## src/rtl/sata_test_pkg.sv

```systemverilog
// Shared constants for the SATA test-pattern blocks: FSM state encodings
// and the pattern-mode selectors used by the generators.
package sata_test_pkg;

    typedef enum logic [2:0] {
        ST_IDLE,
        ST_ACQUIRE,
        ST_WRITE,
        ST_RELEASE,
        ST_DONE
    } state_t;

    localparam logic [1:0] PATTERN_INC   = 2'd0;
    localparam logic [1:0] PATTERN_LFSR  = 2'd1;
    localparam logic [1:0] PATTERN_CONST = 2'd2;
    localparam logic [1:0] PATTERN_WALK  = 2'd3;

endpackage

```

## src/rtl/ppfifo_pattern_source_pattern_gen.sv

```systemverilog
// Registered test-word generator: load picks the start word and captures the
// mode, advance steps to the next word of that pattern.
module pattern_gen
    import sata_test_pkg::*;
#(
    parameter int          DATA_WIDTH = 32,
    parameter logic [31:0] LFSR_POLY  = 32'h04C11DB7,
    parameter logic [31:0] LFSR_SEED  = 32'hFFFFFFFF
) (
    input  logic                  clk,
    input  logic                  rst,
    input  logic                  load,
    input  logic                  advance,
    input  logic [1:0]            mode,
    input  logic [DATA_WIDTH-1:0] const_pattern,
    output logic [DATA_WIDTH-1:0] word
);

    localparam logic [DATA_WIDTH-1:0] POLY = LFSR_POLY[DATA_WIDTH-1:0];
    localparam logic [DATA_WIDTH-1:0] SEED = LFSR_SEED[DATA_WIDTH-1:0];

    logic [1:0]            mode_q;
    logic [DATA_WIDTH-1:0] start_word;
    logic [DATA_WIDTH-1:0] next_word;

    always_comb begin
        start_word = '0;
        case (mode)
            PATTERN_INC:   start_word = '0;
            PATTERN_LFSR:  start_word = SEED;
            PATTERN_CONST: start_word = const_pattern;
            PATTERN_WALK:  start_word = DATA_WIDTH'(1);
            default:       start_word = '0;
        endcase
    end

    // Constant mode simply holds the word captured at load time.
    always_comb begin
        next_word = word;
        case (mode_q)
            PATTERN_INC:   next_word = word + DATA_WIDTH'(1);
            PATTERN_LFSR:  next_word = {word[DATA_WIDTH-2:0], 1'b0} ^ (word[DATA_WIDTH-1] ? POLY : '0);
            PATTERN_CONST: next_word = word;
            PATTERN_WALK:  next_word = {word[DATA_WIDTH-2:0], word[DATA_WIDTH-1]};
            default:       next_word = word;
        endcase
    end

    always_ff @(posedge clk) begin
        if (rst) begin
            word   <= '0;
            mode_q <= PATTERN_INC;
        end else if (load) begin
            word   <= start_word;
            mode_q <= mode;
        end else if (advance) begin
            word   <= next_word;
        end
    end

endmodule

```

## src/rtl/ppfifo_pattern_source.sv

```systemverilog
// Streams a selectable test pattern into a ping-pong FIFO: grabs a free
// buffer, fills it up to its size, releases it, and repeats until done.
module ppfifo_pattern_source
    import sata_test_pkg::*;
#(
    parameter int          DATA_WIDTH  = 32,
    parameter int          COUNT_WIDTH = 24,
    parameter logic [31:0] LFSR_POLY   = 32'h04C11DB7,
    parameter logic [31:0] LFSR_SEED   = 32'hFFFFFFFF
) (
    input  logic                   clk,
    input  logic                   rst,
    input  logic                   enable,
    input  logic [1:0]             mode,
    input  logic [DATA_WIDTH-1:0]  const_pattern,
    input  logic [COUNT_WIDTH-1:0] write_count,
    input  logic                   stall,
    input  logic [1:0]             ready,
    output logic [1:0]             activate,
    input  logic [COUNT_WIDTH-1:0] fifo_size,
    output logic [DATA_WIDTH-1:0]  fifo_data,
    output logic                   strobe,
    output logic                   finished,
    output logic [COUNT_WIDTH-1:0] words_sent
);

    state_t                 state;
    state_t                 next_state;
    logic [COUNT_WIDTH-1:0] count_q;
    logic [COUNT_WIDTH-1:0] burst_left;
    logic [COUNT_WIDTH-1:0] remaining;
    logic [COUNT_WIDTH-1:0] burst_len;
    logic                   acquire_ok;
    logic                   load;
    logic                   last_word;

    assign remaining  = count_q - words_sent;
    assign burst_len  = (fifo_size < remaining) ? fifo_size : remaining;
    assign acquire_ok = (activate == 2'b00) && (ready != 2'b00) && (fifo_size != '0);
    assign last_word  = strobe && (burst_left == COUNT_WIDTH'(1));

    always_ff @(posedge clk) begin
        if (rst) begin
            state <= ST_IDLE;
        end else begin
            state <= next_state;
        end
    end

    always_comb begin
        next_state = state;
        case (state)
            ST_IDLE: begin
                if (enable) begin
                    next_state = (write_count == '0) ? ST_DONE : ST_ACQUIRE;
                end
            end
            ST_ACQUIRE: begin
                if (!enable) begin
                    next_state = ST_IDLE;
                end else if (acquire_ok) begin
                    next_state = ST_WRITE;
                end
            end
            ST_WRITE: begin
                if (!enable) begin
                    next_state = ST_IDLE;
                end else if (last_word) begin
                    next_state = ST_RELEASE;
                end
            end
            ST_RELEASE: begin
                if (words_sent == count_q) begin
                    next_state = ST_DONE;
                end else if (!enable) begin
                    next_state = ST_IDLE;
                end else begin
                    next_state = ST_ACQUIRE;
                end
            end
            ST_DONE: begin
                if (!enable) begin
                    next_state = ST_IDLE;
                end
            end
            default: next_state = ST_IDLE;
        endcase
    end

    // Strobe is gated by enable and rst directly so an abort or reset never
    // lets one more word slip out in the cycle it is requested.
    always_comb begin
        strobe   = 1'b0;
        finished = 1'b0;
        load     = 1'b0;
        case (state)
            ST_IDLE:  load     = enable;
            ST_WRITE: strobe   = enable && !stall && !rst;
            ST_DONE:  finished = 1'b1;
            default:  ;
        endcase
    end

    always_ff @(posedge clk) begin
        if (rst) begin
            activate   <= 2'b00;
            words_sent <= '0;
            count_q    <= '0;
            burst_left <= '0;
        end else begin
            case (state)
                ST_IDLE: begin
                    if (enable) begin
                        count_q    <= write_count;
                        words_sent <= '0;
                    end
                end
                ST_ACQUIRE: begin
                    if (!enable) begin
                        activate <= 2'b00;
                    end else if (acquire_ok) begin
                        activate   <= ready[0] ? 2'b01 : 2'b10;
                        burst_left <= burst_len;
                    end
                end
                ST_WRITE: begin
                    if (!enable) begin
                        activate <= 2'b00;
                    end else if (strobe) begin
                        words_sent <= words_sent + COUNT_WIDTH'(1);
                        burst_left <= burst_left - COUNT_WIDTH'(1);
                        if (last_word) begin
                            activate <= 2'b00;
                        end
                    end
                end
                default: activate <= 2'b00;
            endcase
        end
    end

    pattern_gen #(
        .DATA_WIDTH (DATA_WIDTH),
        .LFSR_POLY  (LFSR_POLY),
        .LFSR_SEED  (LFSR_SEED)
    ) u_pattern_gen (
        .clk           (clk),
        .rst           (rst),
        .load          (load),
        .advance       (strobe),
        .mode          (mode),
        .const_pattern (const_pattern),
        .word          (fifo_data)
    );

endmodule

```

## config.mk

```make
export PLATFORM = sky130hd
export DESIGN_NAME = ppfifo_pattern_source
export DESIGN_NICKNAME = d
export VERILOG_FILES = /design/src/rtl/sata_test_pkg.sv /design/src/rtl/ppfifo_pattern_source_pattern_gen.sv /design/src/rtl/ppfifo_pattern_source.sv
export SDC_FILE = /design/constraint.sdc
export NUM_CORES = 1
export LEC_CHECK = 0
export BUFFER_PORTS_ARGS = -buffer_cell sky130_fd_sc_hd__buf_2
export CAP_MARGIN = 20
export CELL_PAD_IN_SITES_DETAIL_PLACEMENT = 1
export CELL_PAD_IN_SITES_GLOBAL_PLACEMENT = 1
export CORE_ASPECT_RATIO = 0.7
export CORE_MARGIN = 5
export CORE_UTILIZATION = 35
export DETAILED_ROUTE_END_ITERATION = 8
export PLACE_DENSITY = 0.68
export SLEW_MARGIN = 20
export SYNTH_ARGS = -nofsm -noshare
export SYNTH_HDL_FRONTEND = slang
export SYNTH_SLANG_ARGS = --single-unit
```

## constraint.sdc

```tcl
create_clock -name clk -period 4.7 [get_ports clk]
set_input_delay 0.47 -clock clk [delete_from_list [all_inputs] [get_ports clk]]
set_output_delay 0.47 -clock clk [all_outputs]
set_load 0.02 [all_outputs]
```

; ---- Word-level counts from Yosys, hierarchy flattened
; Cells that the tools add are included.
[classes]
addsub = 4
magnitude_cmp = 1
n_eq_ne = 22
n_mux = 35
bitwise = 2
n_reduce_logical = 23
[ops]
columns = operator, count
row1 = $mux W24, 8
row2 = $pmux W32 S4, 1
row3 = $pmux W24 S2, 2
row4 = $pmux W32 S3, 1
row5 = $mux W32, 2
row6 = $add A32 B1 Y32 const B, 1
row7 = $xor A32 B32 Y32, 1
row8 = $mux W27, 1
row9 = $add A24 B1 Y24 const B, 1
row10 = $eq A24 B1 Y1 const B, 1
row11 = $eq A24 B24 Y1, 1
row12 = $logic_not A24 Y1, 1
row13 = $lt A24 B24 Y1, 1
row14 = $mux W3, 8
row15 = $reduce_bool A24 Y1, 1
row16 = $sub A24 B1 Y24 const B, 1
row17 = $sub A24 B24 Y24, 1
row18 = $pmux W3 S5, 1
row19 = $ne A2 B2 Y1 const B, 7
row20 = $mux W2, 6
row21 = $reduce_and A4 Y1, 3
row22 = $ne A3 B3 Y1 const B, 3
row23 = $eq A2 B2 Y1 const B, 4
row24 = $reduce_bool A2 Y1, 4
row25 = other kinds (13), 26
[word_totals]
register_bits = 111
output_inout_bits = 60
wordCells = 94

; ---- Logic depth before layout (Yosys ltp)
; Gate-level depths: netlist of the first run.
[depth]
word_depth = 9
mapped_depth = 21
depth_no_buf = 19

; ---- By module
; From an unflattened synthesis of the first run, not the netlist that was laid out.
[unflattened]
cells_unflattened = 1196
area_unflattened_um2 = 8650.8
[by_module_without_submodules]
columns = module, n_inst, cells_per_inst, area_each_um2, seq_area_each_um2
row1 = ppfifo_pattern_source, 1, 809, 5876.9, 1541.5
row2 = pattern_gen, 1, 387, 2773.9, 680.7

; ---- Worst setup path before layout of the first run
; No wires, ideal clock.
[synth_path]
kind = flip-flop to flip-flop
start = register words_sent[1]
end = register burst_left[21]
setup_ns = 0.129
arrival_ns = 4.219
setup_slack_ns = 0.352
stages_incl_launch_ff = 20
path_buffers = 3
synth_period_minus_slack_ns = 4.348
cell_sequence = dfxtp_1 -> inv_1 -> ha_1 -> nor2b_1 -> o31a_1 -> o41ai_1 -> a21boi_0 -> o311ai_1 -> mux2i_1 -> nor2_1 -> ha_1 -> nand4_1 -> or3_1 -> o32a_1 -> buf_2 -> and2_1 -> buf_2 -> clkbuf_1 -> a41oi_1 -> o31ai_1
[synth_between]
elab_chain_len = 6
[synth_lines]
columns = element, line_no
row1 = start: declaration, ppfifo_pattern_source.sv:24  ; output logic [COUNT_WIDTH-1:0] words_sent
row2 = start signal: assignment, ppfifo_pattern_source.sv:130  ; words_sent <= words_sent + COUNT_WIDTH'(1);
row3 = $sub A24 B24 Y24 (*), ppfifo_pattern_source.sv:37  ; assign remaining = count_q - words_sent;
row4 = $lt A24 B24 Y1, ppfifo_pattern_source.sv:38  ; assign burst_len = (fifo_size < remaining) ? fifo_size : remaining;
row5 = $mux W24 (*), ppfifo_pattern_source.sv:38
row6 = $mux W24 (*), ppfifo_pattern_source.sv:121  ; end else if (acquire_ok) begin
row7 = $mux W24 (*), ppfifo_pattern_source.sv:119  ; if (!enable) begin
row8 = $pmux W24 S2 (*), ppfifo_pattern_source.sv:111  ; case (state)
row9 = end signal: assignment, ppfifo_pattern_source.sv:123  ; burst_left <= burst_len;
row10 = end signal: assignment, ppfifo_pattern_source.sv:131  ; burst_left <= burst_left - COUNT_WIDTH'(1);
row11 = end: declaration, ppfifo_pattern_source.sv:30  ; logic [COUNT_WIDTH-1:0] burst_left;
; Every way passes the cells marked *; elsewhere a longest branch is shown, timed or not. The select of a mux whose other input is x is not followed.
; A chain may end at the register's enable or synchronous reset.

; ---- Worst setup path in the final report of the first run
[layout_path]
start = register count_q[0]
end = register burst_left[3]
[layout_between]
elab_chain_len = 6
[layout_lines]
columns = element, line_no
row1 = start: declaration, ppfifo_pattern_source.sv:29  ; logic [COUNT_WIDTH-1:0] count_q;
row2 = start signal: assignment, ppfifo_pattern_source.sv:114  ; count_q <= write_count;
row3 = $sub A24 B24 Y24 (*), ppfifo_pattern_source.sv:37
row4 = $lt A24 B24 Y1, ppfifo_pattern_source.sv:38
row5 = $mux W24 (*), ppfifo_pattern_source.sv:38
row6 = $mux W24 (*), ppfifo_pattern_source.sv:121
row7 = $mux W24 (*), ppfifo_pattern_source.sv:119
row8 = $pmux W24 S2 (*), ppfifo_pattern_source.sv:111
; Marked as above.

==> results of run 1 <==
==> per-stage QoR <==
step	instances	instance area, µm²	hold slack [ps]	utilization [%]
6_report	1622	9810	341	41.4
5_1_grt	1622	9810	333	41.4
4_1_cts	1621	9770	325	41.2
3_5_place_dp	1605	9480	454	40.0
3_3_place_gp	1605	9480	449	40.0
2_1_floorplan	1193	8460	436	-
==> Yosys cell counts (5+ instances only) <==
library cell / count
sky130_fd_sc_hd__a211oi_1: 25
sky130_fd_sc_hd__a21boi_0: 5
sky130_fd_sc_hd__a21o_1: 15
sky130_fd_sc_hd__a21oi_1: 143
sky130_fd_sc_hd__a221oi_1: 5
sky130_fd_sc_hd__a31oi_1: 22
sky130_fd_sc_hd__and2_1: 10
sky130_fd_sc_hd__and3_1: 9
sky130_fd_sc_hd__buf_1: 9
sky130_fd_sc_hd__buf_2: 8
sky130_fd_sc_hd__clkbuf_1: 55
sky130_fd_sc_hd__dfxtp_1: 111
sky130_fd_sc_hd__ha_1: 50
sky130_fd_sc_hd__inv_1: 32
sky130_fd_sc_hd__mux2i_1: 9
sky130_fd_sc_hd__nand2_1: 162
sky130_fd_sc_hd__nand2b_1: 10
sky130_fd_sc_hd__nand3_1: 44
sky130_fd_sc_hd__nand3b_1: 5
sky130_fd_sc_hd__nand4_1: 24
sky130_fd_sc_hd__nor2_1: 125
sky130_fd_sc_hd__nor2b_1: 6
sky130_fd_sc_hd__nor3_1: 49
sky130_fd_sc_hd__nor4_1: 18
sky130_fd_sc_hd__o211a_1: 5
sky130_fd_sc_hd__o211ai_1: 20
sky130_fd_sc_hd__o21a_1: 7
sky130_fd_sc_hd__o21ai_0: 72
sky130_fd_sc_hd__o22ai_1: 8
sky130_fd_sc_hd__or3_1: 9
sky130_fd_sc_hd__xnor2_1: 38
sky130_fd_sc_hd__xor2_1: 14
==> final timing paths <==
check                               startpoint             to  slack [ps]  depth (start not counted)
worst max-delay path                count_q[0]  burst_left[3]         260                         19
worst min-delay path            write_count[4]     count_q[4]         340                          3
worst min register to register     count_q[10]    count_q[10]         460                          2
worst max register to register      count_q[0]  burst_left[3]         260                         19
==> logic make-up after synthesis <==
logic type	count (synthesis)	synth area share [%]
AND/OR/NAND/NOR	495	28.0
AO/OA/AOI/OAI	364	26.2
flip-flops	111	26.3
buffers and inverters	108	5.03
XOR/XNOR	52	5.38
adder cells (fa/ha/maj)	51	7.63
multiplexers	12	1.46
==> registers in the layout (all words and copies together) (netlist names) <==
signal,cells
u_pattern_gen.mode_q,2
count_q,24
words_sent,24
activate,2
burst_left,24
u_pattern_gen.word,32
state,3
==> metal layers <==
| layer | vias to the layer above | GRT usage, % | routed length, µm |
|---|---|---|---|
| met3 | 24 | 3.79 | 1530 |
| li1 | 4539 | - | - |
| met1 | 4457 | 38.3 | 18500 |
| met2 | 210 | 32.1 | 13100 |
| met5 | - | 0 | 0 |
| met4 | 0 | 4.55 | 407 |
==> power by group through the flow <==
stage | Clock [mW] | Sequential (mW) | Combinational [mW]
finish | 0.808 | 1.12 | 1.54
global route | 0.857 | 1.13 | 1.70
CTS | 0.828 | 1.11 | 1.51
detailed placement | 0 | 1.14 | 1.50
global placement | 0 | 1.13 | 1.48
floorplan | 0 | 1.13 | 1.03
==> repair_timing <==
| item | CTS | global route |
|---|---|---|
| hold endpoints to repair | 0 | 0 |
| setup buffers | 0 | 1 |
| endpoints found under the setup margin | 0 | 14 |
| gates resized for setup | 0 | 6 |
==> final cells by class <==
cell class	count	area (µm²)	area share, %
multi-input combinational	974	5850	59.7
sequential	111	2220	22.7
timing repair buffer	170	921	9.39
tap	318	398	4.06
clock buffer	9	225	2.30
inverter	33	124	1.26
clock inverter	7	66.3	0.676
==> worst reg2reg max path, delay by kind of cell, from the launching register on <==
kind	cells	cell delay (ps)
AO/OA/AOI/OAI	8	1780
XOR/XNOR	1	450
adder cells (fa/ha/maj)	3	800
buffers and inverters	3	280
flip-flops	1	320
AND/OR/NAND/NOR	4	750
==> out/results.txt, run 1 <==
Buffers inserted during clock tree synthesis total 9. 0 antenna diodes ended up in the layout. The endpoint type of the worst setup path was a flip-flop. The global-route wire length before repair is 52500 µm. After the first detailed-routing iteration, the DRC count stood at 606. The fraction of final layout cells with drive strength greater than 1 was 16.6%; the CTS H-tree depth was 3.

At the later pin of the worst-skew pair, clock insertion delay measures 370 ps. Kind of start point of the critical path: a flip-flop. The synthesized design contains 0 enable-type register cells. The netlist uses 75 different library cells.

For the number of slew-limit violations in the final report, the log shows 0. Based on the critical path, the design can be clocked at up to 0.225 GHz. The tools report the final routed wirelength across all metal layers as 33500 µm. Clock slew at the register clock pins of the worst setup and hold paths: 90 ps. The power after layout was 3.47 mW; the post-DP HPWL was 25700 µm. The tool flagged a number of max-cap violations equal to 0.

In the routed design, unresolved DRC markers number 0. The initial utilization of the core area, before any placement, comes to 35.7%. Input and output buffers added on the ports amount to 147. At the pin with the least slew margin, the transition time is 967 ps. For the row count, the log shows 47.

The first TritonRoute pass finished after 5 iterations. The top cell type by area accounts for 26.3% of the synthesized area. The via density per instance was 5.69. The floorplan step defined a die boundary enclosing 27400 µm².

The pin count of the biggest net entering global routing is 62, and the sequential power share is 32.2%. The worst path uses 94.4% of the clock period. The tools report the arrival time at the worst endpoint as 4760 ps.

After layout, the worst setup slack is 263 ps. Most common cell after layout, fill and taps aside: sky130_fd_sc_hd__nand2_1. The global route total overflow is 0, and the net count after synthesis is 1332. Setup total negative slack on the finished layout was measured at 0 ps. The critical path goes through inv_1 > ha_1 > inv_1 > fa_1 > a211oi_1 > o211ai_1 > a21o_1 > a31oi_1 > a31oi_1 > xnor2_1 > ha_1 > nand4_1 > or3_1 > o32a_1 > buf_4 > nand2_1 > nor2_1 > a21oi_1 > o221a_2.

Via count of the first global-routing pass: 9017. Across the routed clock network, the largest skew measured is 7.51 ps. Timing analysis after detailed placement gives a worst setup slack of 163 ps. Summed over all nets, the switching power comes to 1.50 mW.

The average instance area after synthesis is 7.09 µm². The net switching fraction of the power is 43.4%. The cell type with the highest aggregate area in the netlist was sky130_fd_sc_hd__dfxtp_1. In this run, the clock network consumes 23.3% of the power.

In this run the remaining antenna-violating nets after routing total 0. The count of buffering cells on the critical path with inverters included was 3. In this design, the stage delay of the slowest critical-path cell is 450 ps. The worst path in the final design needs a cycle of 4440 ps, including I/O delays and setup.

The worst-path cell with the longest stage delay is sky130_fd_sc_hd__xnor2_1. The synthesis warning total is 0, and the number of cells produced by synthesis is 1193. In the final routed layout, each cell accounts on average for 20.7 µm. Among all flip-flop cells after synthesis, the most frequent one is sky130_fd_sc_hd__dfxtp_1. The class of the tightest hold or removal check is primary input to flip-flop. The final number of hold-violating endpoints was 0.

The run finished with clean final reports. For this design the top-level I/O count stands at 148. For this run, the total global-route usage over all layers was measured as 23.6%. The kind of cell adding the most delay to the critical path is compound AO/OA/AOI/OAI gates. The highest fanout seen on the critical path came out at 9. The tools report the remaining max-slew budget at the tightest pin as 35.0%. Summing every instance area after synthesis gives 8460 µm². The logs give 5020 ps for the required arrival time at the worst endpoint and 3030 for the fill cell total of the finished layout.

The power density over cell area works out to 353 nW/µm². The internal power summed over all cells was 1.96 mW. The die is 140 µm tall. The final setup violation count was 0; the peak ir drop on the vdd network was 0.000216 V.

The initial antenna violation count came out at 0. TritonCTS built the clock tree. Critical setup path kind: flip-flop to flip-flop. The run gives 111 as the clock net sink count.

After synthesis the netlist holds a flip-flop and latch count of 111. At the end of the flow, the number of nets in the layout was 1438. In the layout the commonest cells are sky130_fd_sc_hd__nand2_1 (162), sky130_fd_sc_hd__buf_2 (147), sky130_fd_sc_hd__a21oi_1 (143). Setup repair after global routing left no endpoint under its margin. The fraction of registers with async set or reset after synthesis was 0%; the static leakage was 3.92 nW. The tools report the final estimated routing congestion in global placement as 0.929. The placeable core region was 23700 µm². The die is 196 µm wide.

The register area share after synthesis is 26.3%. The clock root buffer was sky130_fd_sc_hd__clkbuf_16. No sink is reached through more buffers than the 2 on the longest clock path. For the combinational group share of total power, the log shows 44.4%. The tools report the via count as 9230.

By area the synthesized netlist is led by sky130_fd_sc_hd__dfxtp_1 (26%), sky130_fd_sc_hd__a21oi_1 (8.5%), sky130_fd_sc_hd__ha_1 (7.4%). Buffers inserted to repair hold after CTS numbered 0. The synthesis-to-layout area growth came out at 16.0%.
Power figures use the tool's default switching activity.
==> run 2: changes to the inputs <==
- CELL_PAD_IN_SITES_DETAIL_PLACEMENT: 1 -> default
- CELL_PAD_IN_SITES_GLOBAL_PLACEMENT: 1 -> default
- PLACE_DENSITY: 0.68 -> 0.51
- SYNTH_HIERARCHICAL: default -> 1
==> run 2 against run 1 <==
Effect of this change: register-to-register slack improved by 20 ps; largest power group unchanged; die area rose by 2.1%; largest cell class unchanged; critical endpoint unchanged; highest routed layer is now met5; combinational power fell by 9%.
==> out/results.txt, run 2 <==
The flow ran to the end, and the final reports show no timing, DRC or antenna violations. The library cells used most frequently in the layout, excluding fill and tap cells, are sky130_fd_sc_hd__nand2_1 (175), sky130_fd_sc_hd__buf_2 (146), sky130_fd_sc_hd__a21oi_1 (134). In the synthesized netlist the dominant register cell turns out to be sky130_fd_sc_hd__dfxtp_1. The first global-routing pass estimated 51000 µm of wire. The tightest min-delay check is of the primary input to flip-flop type. The detailed router put a total of 17400 µm of wire on met1.

CTS built an H-tree with a depth of 3. Clock tree synthesis inserted a total of 9 buffers. CTS saw 111 sinks.

The routed design uses 12700 µm of met2 wire. In this run, post-CTS hold repair placed 0 buffers. Summed over all layers, the global routing overflow is 0. Utilization after layout: 41.3%. In the synthesized netlist, the cells that appear most often are sky130_fd_sc_hd__nand2_1 (175), sky130_fd_sc_hd__a21oi_1 (141), sky130_fd_sc_hd__dfxtp_1 (111). The tools report the post-DP HPWL as 25600 µm. Most common cell after layout, fill and taps aside: sky130_fd_sc_hd__nand2_1. The area share of the largest cell type after synthesis was 25.7%; the final clock period utilization by the worst path was 94.1%. The core region is 24500 µm². The number of synthesized flops with an enable pin is 0, and the remaining max-slew budget at the tightest pin is 24.3%. The tools report the endpoint type of the worst setup path as a flip-flop. The synthesis warning total was 6. The run gives 0 as the number of slew-limit violations in the final report. After routing, the total negative slack on setup checks comes to 0 ps. The fraction of registers with async set or reset after synthesis was 0%; the y dimension of the die was 142 µm.

In this run the core area contains 48 standard-cell rows. The register area share after synthesis was 25.7%; the flip-flop count of the largest register, all copies and words added was 32. Entering global routing, the biggest net connects 58 pins. Routed signal wires occupy layers up through met5.

The worst setup path is of the flip-flop to flip-flop kind. By area the synthesized netlist is led by sky130_fd_sc_hd__dfxtp_1 (26%), sky130_fd_sc_hd__a21oi_1 (8.2%), sky130_fd_sc_hd__nand2_1 (7.6%). The initial cell density of the core was 35.3%; the worst clock skew was 19.2 ps.

During placement, the flow inserted port buffers numbering 147. The power density over cell area was 322 nW/µm². The fraction of final layout cells with drive strength greater than 1 was 18.7%.

After synthesis, the mean cell area works out to 7.23 µm². The number of synthesized register bits was 111; the power after layout was 3.26 mW. For the static leakage, the log shows 4.03 nW. Routability-driven placement finished with a final weighted congestion of 0.882. The first routing iteration left 812 violations.

Timing would allow up to 0.226 GHz. At the later pin of the worst-skew pair, clock insertion delay measures 370 ps. The synthesis-to-layout area growth works out to 17.0%.

The synthesized netlist contains 79 unique library cells. Most numerous cell in the Yosys netlist: sky130_fd_sc_hd__nand2_1. The synthesized netlist occupies a cell area of 8650 µm². The number of diodes added for antenna fixing is 0.

TritonCTS built the clock tree. The net count after synthesis is 1335, and the number of optimization iterations in the first detailed-route pass is 5. The floorplan step defined a die boundary enclosing 28000 µm². The synthesized design spends more area on one cell type than any other, namely sky130_fd_sc_hd__dfxtp_1. The worst setup path is launched from a flip-flop. In this run the remaining antenna-violating nets after routing total 0. The clock slew at the register clock pins of the worst setup and hold paths works out to 80 ps.

Register with the highest flop count: u_pattern_gen/word. The clock period minus worst slack is 4420 ps, and the number of design rule violations left after detail routing is 0. The actual transition at the worst max-transition pin came out at 1130 ps. Pin placement for this block handled 148 I/O pins. Setup violations remaining at the end of the flow were counted as 0.

In the final routed layout, each cell accounts on average for 20.0 µm. The worst hold slack across all endpoints is 349 ps, and the final routed wirelength across all metal layers is 33000 µm. The highest fanout seen on the critical path came out at 12. The initial antenna violation count was 1. Data arrives at the worst endpoint at 4620 ps. The peak ir drop on the vdd network was 0.000201 V.

From left edge to right edge, the die measures 198 µm. The final number of hold-violating endpoints is 0. Clock tree synthesis selected as its root buffer the cell sky130_fd_sc_hd__clkbuf_16.

Detailed routing inserted a total of 9408 vias. The fill cell total of the finished layout came out at 2617. Max-cap violations in this run came to 0. The cell count after synthesis came out at 1196. The tools report the via count of the first global-routing pass as 8544.

Global routing used 23.1% of the available tracks across all layers. In the routed layout, each cell is associated on average with a via count of 5.70. The required arrival time at the worst endpoint is 4900 ps.

Summed over all nets, wire length on met3 after detailed routing comes to 2650 µm. The final-stage net count was 1461; the maximum clock path buffer count was 2.
run 2: worst paths after layout:
check	cells past startpoint	startpoint	to	slack, ps
min	3	write_count[22]	count_q[22]	350
max reg2reg	19	words_sent[5]	burst_left[3]	280
min reg2reg	2	count_q[20]	count_q[20]	460
max	19	words_sent[5]	burst_left[3]	280
run 2: area by class of cell:
class	instances	area (µm²)	share of cell area (%)
sequential	111	2220	22.0
clock inverter	5	36.3	0.358
timing repair buffer	181	997	9.85
multi-input combinational	967	6040	59.6
tap	325	407	4.02
inverter	52	195	1.93
clock buffer	10	229	2.26
run 2: through the flow:
step           area [µm²]  instances  setup WS (ps)
2_1_floorplan        8650       1196            501
3_3_place_gp         9780       1634            303
3_5_place_dp         9780       1634            153
4_1_cts             10000       1649            129
5_1_grt             10100       1651          -34.1
6_report            10100       1651            279
run 2: worst max-delay path, cell delays in order (launching register included):
cell and delay [ps]:
sky130_fd_sc_hd__dfxtp_1 380, sky130_fd_sc_hd__inv_1 90, sky130_fd_sc_hd__ha_1 380, sky130_fd_sc_hd__nand3_2 190
sky130_fd_sc_hd__a211oi_2 270, sky130_fd_sc_hd__o211ai_1 190, sky130_fd_sc_hd__and2_2 280, sky130_fd_sc_hd__a21o_1 190
sky130_fd_sc_hd__xnor2_1 190, sky130_fd_sc_hd__ha_1 290, sky130_fd_sc_hd__a21o_1 190, sky130_fd_sc_hd__a21o_1 190
sky130_fd_sc_hd__a221oi_2 330, sky130_fd_sc_hd__o31ai_2 180, sky130_fd_sc_hd__nor2_2 210, sky130_fd_sc_hd__buf_4 170
sky130_fd_sc_hd__buf_4 180, sky130_fd_sc_hd__nor2_1 50, sky130_fd_sc_hd__a211oi_1 200, sky130_fd_sc_hd__o32ai_1 110
run 2: timing repair:
action / in CTS / in global routing
hold endpoints to repair: 0 / 0
gates resized for setup: 0 / 18
buffers inserted: 0 / 2
setup endpoints to repair: 0 / 23
run 2: cells by family after synthesis:
kind of cell / share of synthesized area (%)
AND/OR/NAND/NOR: 27.5
AO/OA/AOI/OAI: 25.9
buffers and inverters: 5.37
flip-flops: 25.7
XOR/XNOR: 6.28
adder cells (fa/ha/maj): 7.46
multiplexers: 1.78
run 2: metal layers:
metal | global-route usage (%) | up-vias
met1 | 38.5 | 4425
met2 | 30.1 | 345
li1 | - | 4616
met3 | 4.89 | 20
met5 | 0 | -
met4 | 3.19 | 2
run 2: where the power goes:
group / leakage [nW] / switching, mW / total [mW] / internal (mW)
clock: 0.121 / 0.393 / 0.751 / 0.359
sequential: 0.906 / 0.100 / 1.11 / 1.01
combinational: 3.01 / 0.866 / 1.40 / 0.532
==> run 3: changes to the inputs <==
- RECOVER_POWER: default -> 100
==> run 3 against run 2 <==
Effect of this change: fmax shrank 0.33%; sequential share of layout area grew 0.25 points; register-to-register slack is essentially flat; routed wire length is essentially flat; sequential power is essentially flat; setup slack lost 15 ps; clock skew shrank 2.4 ps; global-route usage is the same; worst hold slack gained 1.8 ps; flip-flop and latch count is the same; utilization shrank 0.47 points.
==> out/results.txt, run 3 (same netlist as run 2, synthesis figures left out) <==
The run finished with clean final reports. The library cells used most frequently in the layout, excluding fill and tap cells, are sky130_fd_sc_hd__nand2_1 (175), sky130_fd_sc_hd__a21oi_1 (134), sky130_fd_sc_hd__dfxtp_1 (111). Broken down by cell family, the worst path's largest delay share belongs to compound AO/OA/AOI/OAI gates. Clock tree synthesis found a total of 111 sinks. The count of buffering cells on the critical path with inverters included is 3. Static leakage: 3.77 nW.

Dividing the detail-routed via count by the number of cells gives 5.73. The floorplan step defined a die boundary enclosing 28000 µm². The initial cell density of the core was 35.3%; the CTS H-tree depth was 3. The y dimension of the die works out to 142 µm. The die outline width is 198 µm, and the flip-flop count of the largest register, all copies and words added is 32. The tools report the hold path endpoint as count_q[13]. The number of slew-limit violations in the final report was 0. In this run the clock root is driven by a sky130_fd_sc_hd__clkbuf_16. Worst setup path startpoint: words_sent[5]. For the summed area of non-filler cells in the final layout, the log shows 10000 µm².

Reg-to-reg critical path startpoint: words_sent[5]. The filler cells instantiated in the layout total 2653. In the final routed layout, each cell accounts on average for 20.0 µm. The worst-case IR drop observed on VDD is 0.000201 V. The clock period minus worst slack works out to 4440 ps.

The worst register-to-register path ends at burst_left[3]. The signal on the critical path passes through inv_1 > ha_1 > nand3_2 > a211oi_2 > o211ai_1 > and2_2 > a21o_1 > xnor2_1 > ha_1 > a21o_1 > a21o_1 > a221oi_2 > o31ai_2 > nor2_2 > buf_4 > buf_4 > nor2_1 > a211oi_1 > o32ai_1. In this design, the stage delay of the slowest critical-path cell is 380 ps. Length in cells of the worst reg-to-reg path: 19. At the later pin of the worst-skew pair, clock insertion delay measures 370 ps.

The final number of hold-violating endpoints came out at 0. The maximum clock path buffer count is 2. The remaining max-slew budget at the tightest pin was 24.4%; the total CTS buffers was 9. At the end of the flow, the number of nets in the layout was 1461.

The tools report the global-route wire length before repair as 51000 µm. The placeable core region came out at 24500 µm². Before antenna repair, the detailed router went through 5 iterations. Counting flops per register, the top entry is u_pattern_gen/word.

TritonCTS built the clock tree. The most common cell after layout, fill and taps aside is sky130_fd_sc_hd__nand2_1. The final routed wirelength across all metal layers is 33000 µm, and the area occupied by multi-input gates is 6010 µm². The tools report the internal reg-to-reg setup slack as 260 ps. Clock-pin slew was measured on the worst setup and hold paths at 80 ps. In this run the remaining antenna-violating nets after routing total 0.

The highest fanout seen on the critical path was 12. The tools report the net switching power as 1.36 mW. The actual transition at the worst max-transition pin came out at 1130 ps. Row count: 48.

The hold-fix buffer count after cts is 0, and the DRC violation total after the first TritonRoute iteration is 759. The via count of the first global-routing pass was 8544; the maximum clock frequency was 0.225 GHz. Along the worst hold path, the cell count comes to 3. Total negative setup slack: 0 ps.

The net switching fraction of the power was 41.9%. The worst setup path is captured at a flip-flop. The cell occurring most often along the worst timing path is sky130_fd_sc_hd__a21o_1.

The tool flagged a number of max-cap violations equal to 0. The fraction of final layout cells with drive strength greater than 1 is 13.6%. The launch point of the worst hold path is write_count[13]. The tools report the initial antenna violation count as 1. Summing all placed instances gives a cell area of 9780 µm².

After legalization and detailed placement, the total HPWL measured 25600 µm. Internal power comes to 1.89 mW. The number of buffer cells added on primary ports is 147. The final critical path takes up 94.4% of the cycle. STA classifies the critical path startpoint as a flip-flop.

The number of diodes added for antenna fixing is 0. The worst clock skew was 16.8 ps; the total routing resource utilization after global routing was 23.1%. The tools report the worst hold slack across all endpoints as 351 ps.

The critical setup path kind was flip-flop to flip-flop. Data on the critical path arrives at its endpoint at 4640 ps. The tools report the required arrival time at the worst endpoint as 4910 ps. The power density over cell area works out to 324 nW/µm². After detailed routing, the number of remaining DRC violations is 0.

Of the total power, the clock network draws 23.2%. Summing all flip-flop and latch instances after layout gives 2220 µm². The sequential power share was 34.1%.

Per report_power, the combinational group accounts for 42.7% of the total. Global routing finished with a remaining overflow of 0. From synthesis to final layout, the design area changed by 15.7%. Entering global routing, the biggest net connects 58 pins. Worst-path cell with the longest stage delay: sky130_fd_sc_hd__dfxtp_1. The path class of the tightest hold or removal check is primary input to flip-flop. Routability-driven placement finished with a final weighted congestion of 0.882.

The logs give 9452 for the via count and 0 for the final setup violation count. The I/O pin count came out at 148.
run 3: changes by cell type in the layout (fill, tap and decap cells not counted), sizes merged:
cell,change
buf,-63
clkbuf,+63
run 3: power groups by stage:
stage               sequential, mW  clock [mW]  combinational, mW
floorplan                     1.13           0              0.899
global placement              1.13           0               1.32
detailed placement            1.13           0               1.33
CTS                           1.10       0.781               1.34
global route                  1.12       0.818               1.53
finish                        1.11       0.753               1.39
run 3: repair_timing:
action	CTS	global route
setup endpoints to repair	0	23
resized for setup	0	18
hold endpoints to repair	0	0
setup buffers	0	2
run 3: metal layers:
metal / global-route usage, % / routed length [µm] / share of wire, %
met5: 0 / 13 / 0.039
met1: 38.5 / 17400 / 53
met3: 4.89 / 2630 / 8.0
met2: 30.1 / 12600 / 38
met4: 3.19 / 306 / 0.93
run 3: worst max-delay path by stage:
stage,endpoint,depth (start not counted)
6_report,burst_left[3],19
5_1_grt,burst_left[3],19
4_1_cts,burst_left[21],18
3_5_place_dp,burst_left[21],18
3_3_place_gp,burst_left[21],18
2_1_floorplan,burst_left[1],18
run 3: cell type report:
| cell class | instances | share of cell area [%] |
|---|---|---|
| flip-flops and latches | 111 | 22.2 |
| clock inverters | 5 | 0.363 |
| inverters | 52 | 1.95 |
| repair buffers | 181 | 9.05 |
| clock buffers | 10 | 2.29 |
| well taps | 325 | 4.06 |
| multi-input cells | 967 | 60.1 |
run 3: through the flow:
step / utilization [%] / power (mW) / setup WS [ps] / instances
3_5_place_dp: 39.9 / 2.46 / 153 / 1634
5_1_grt: 40.8 / 3.47 / -34.1 / 1651
6_report: 40.8 / 3.25 / 265 / 1651
3_3_place_gp: 39.9 / 2.45 / 303 / 1634
4_1_cts: 41.0 / 3.22 / 129 / 1649
2_1_floorplan: - / 2.03 / 501 / 1196
run 3: worst min-delay path, stage by stage:
cell	delay, ps
sky130_fd_sc_hd__buf_2	110
sky130_fd_sc_hd__nand2_1	50
sky130_fd_sc_hd__a21oi_1	50
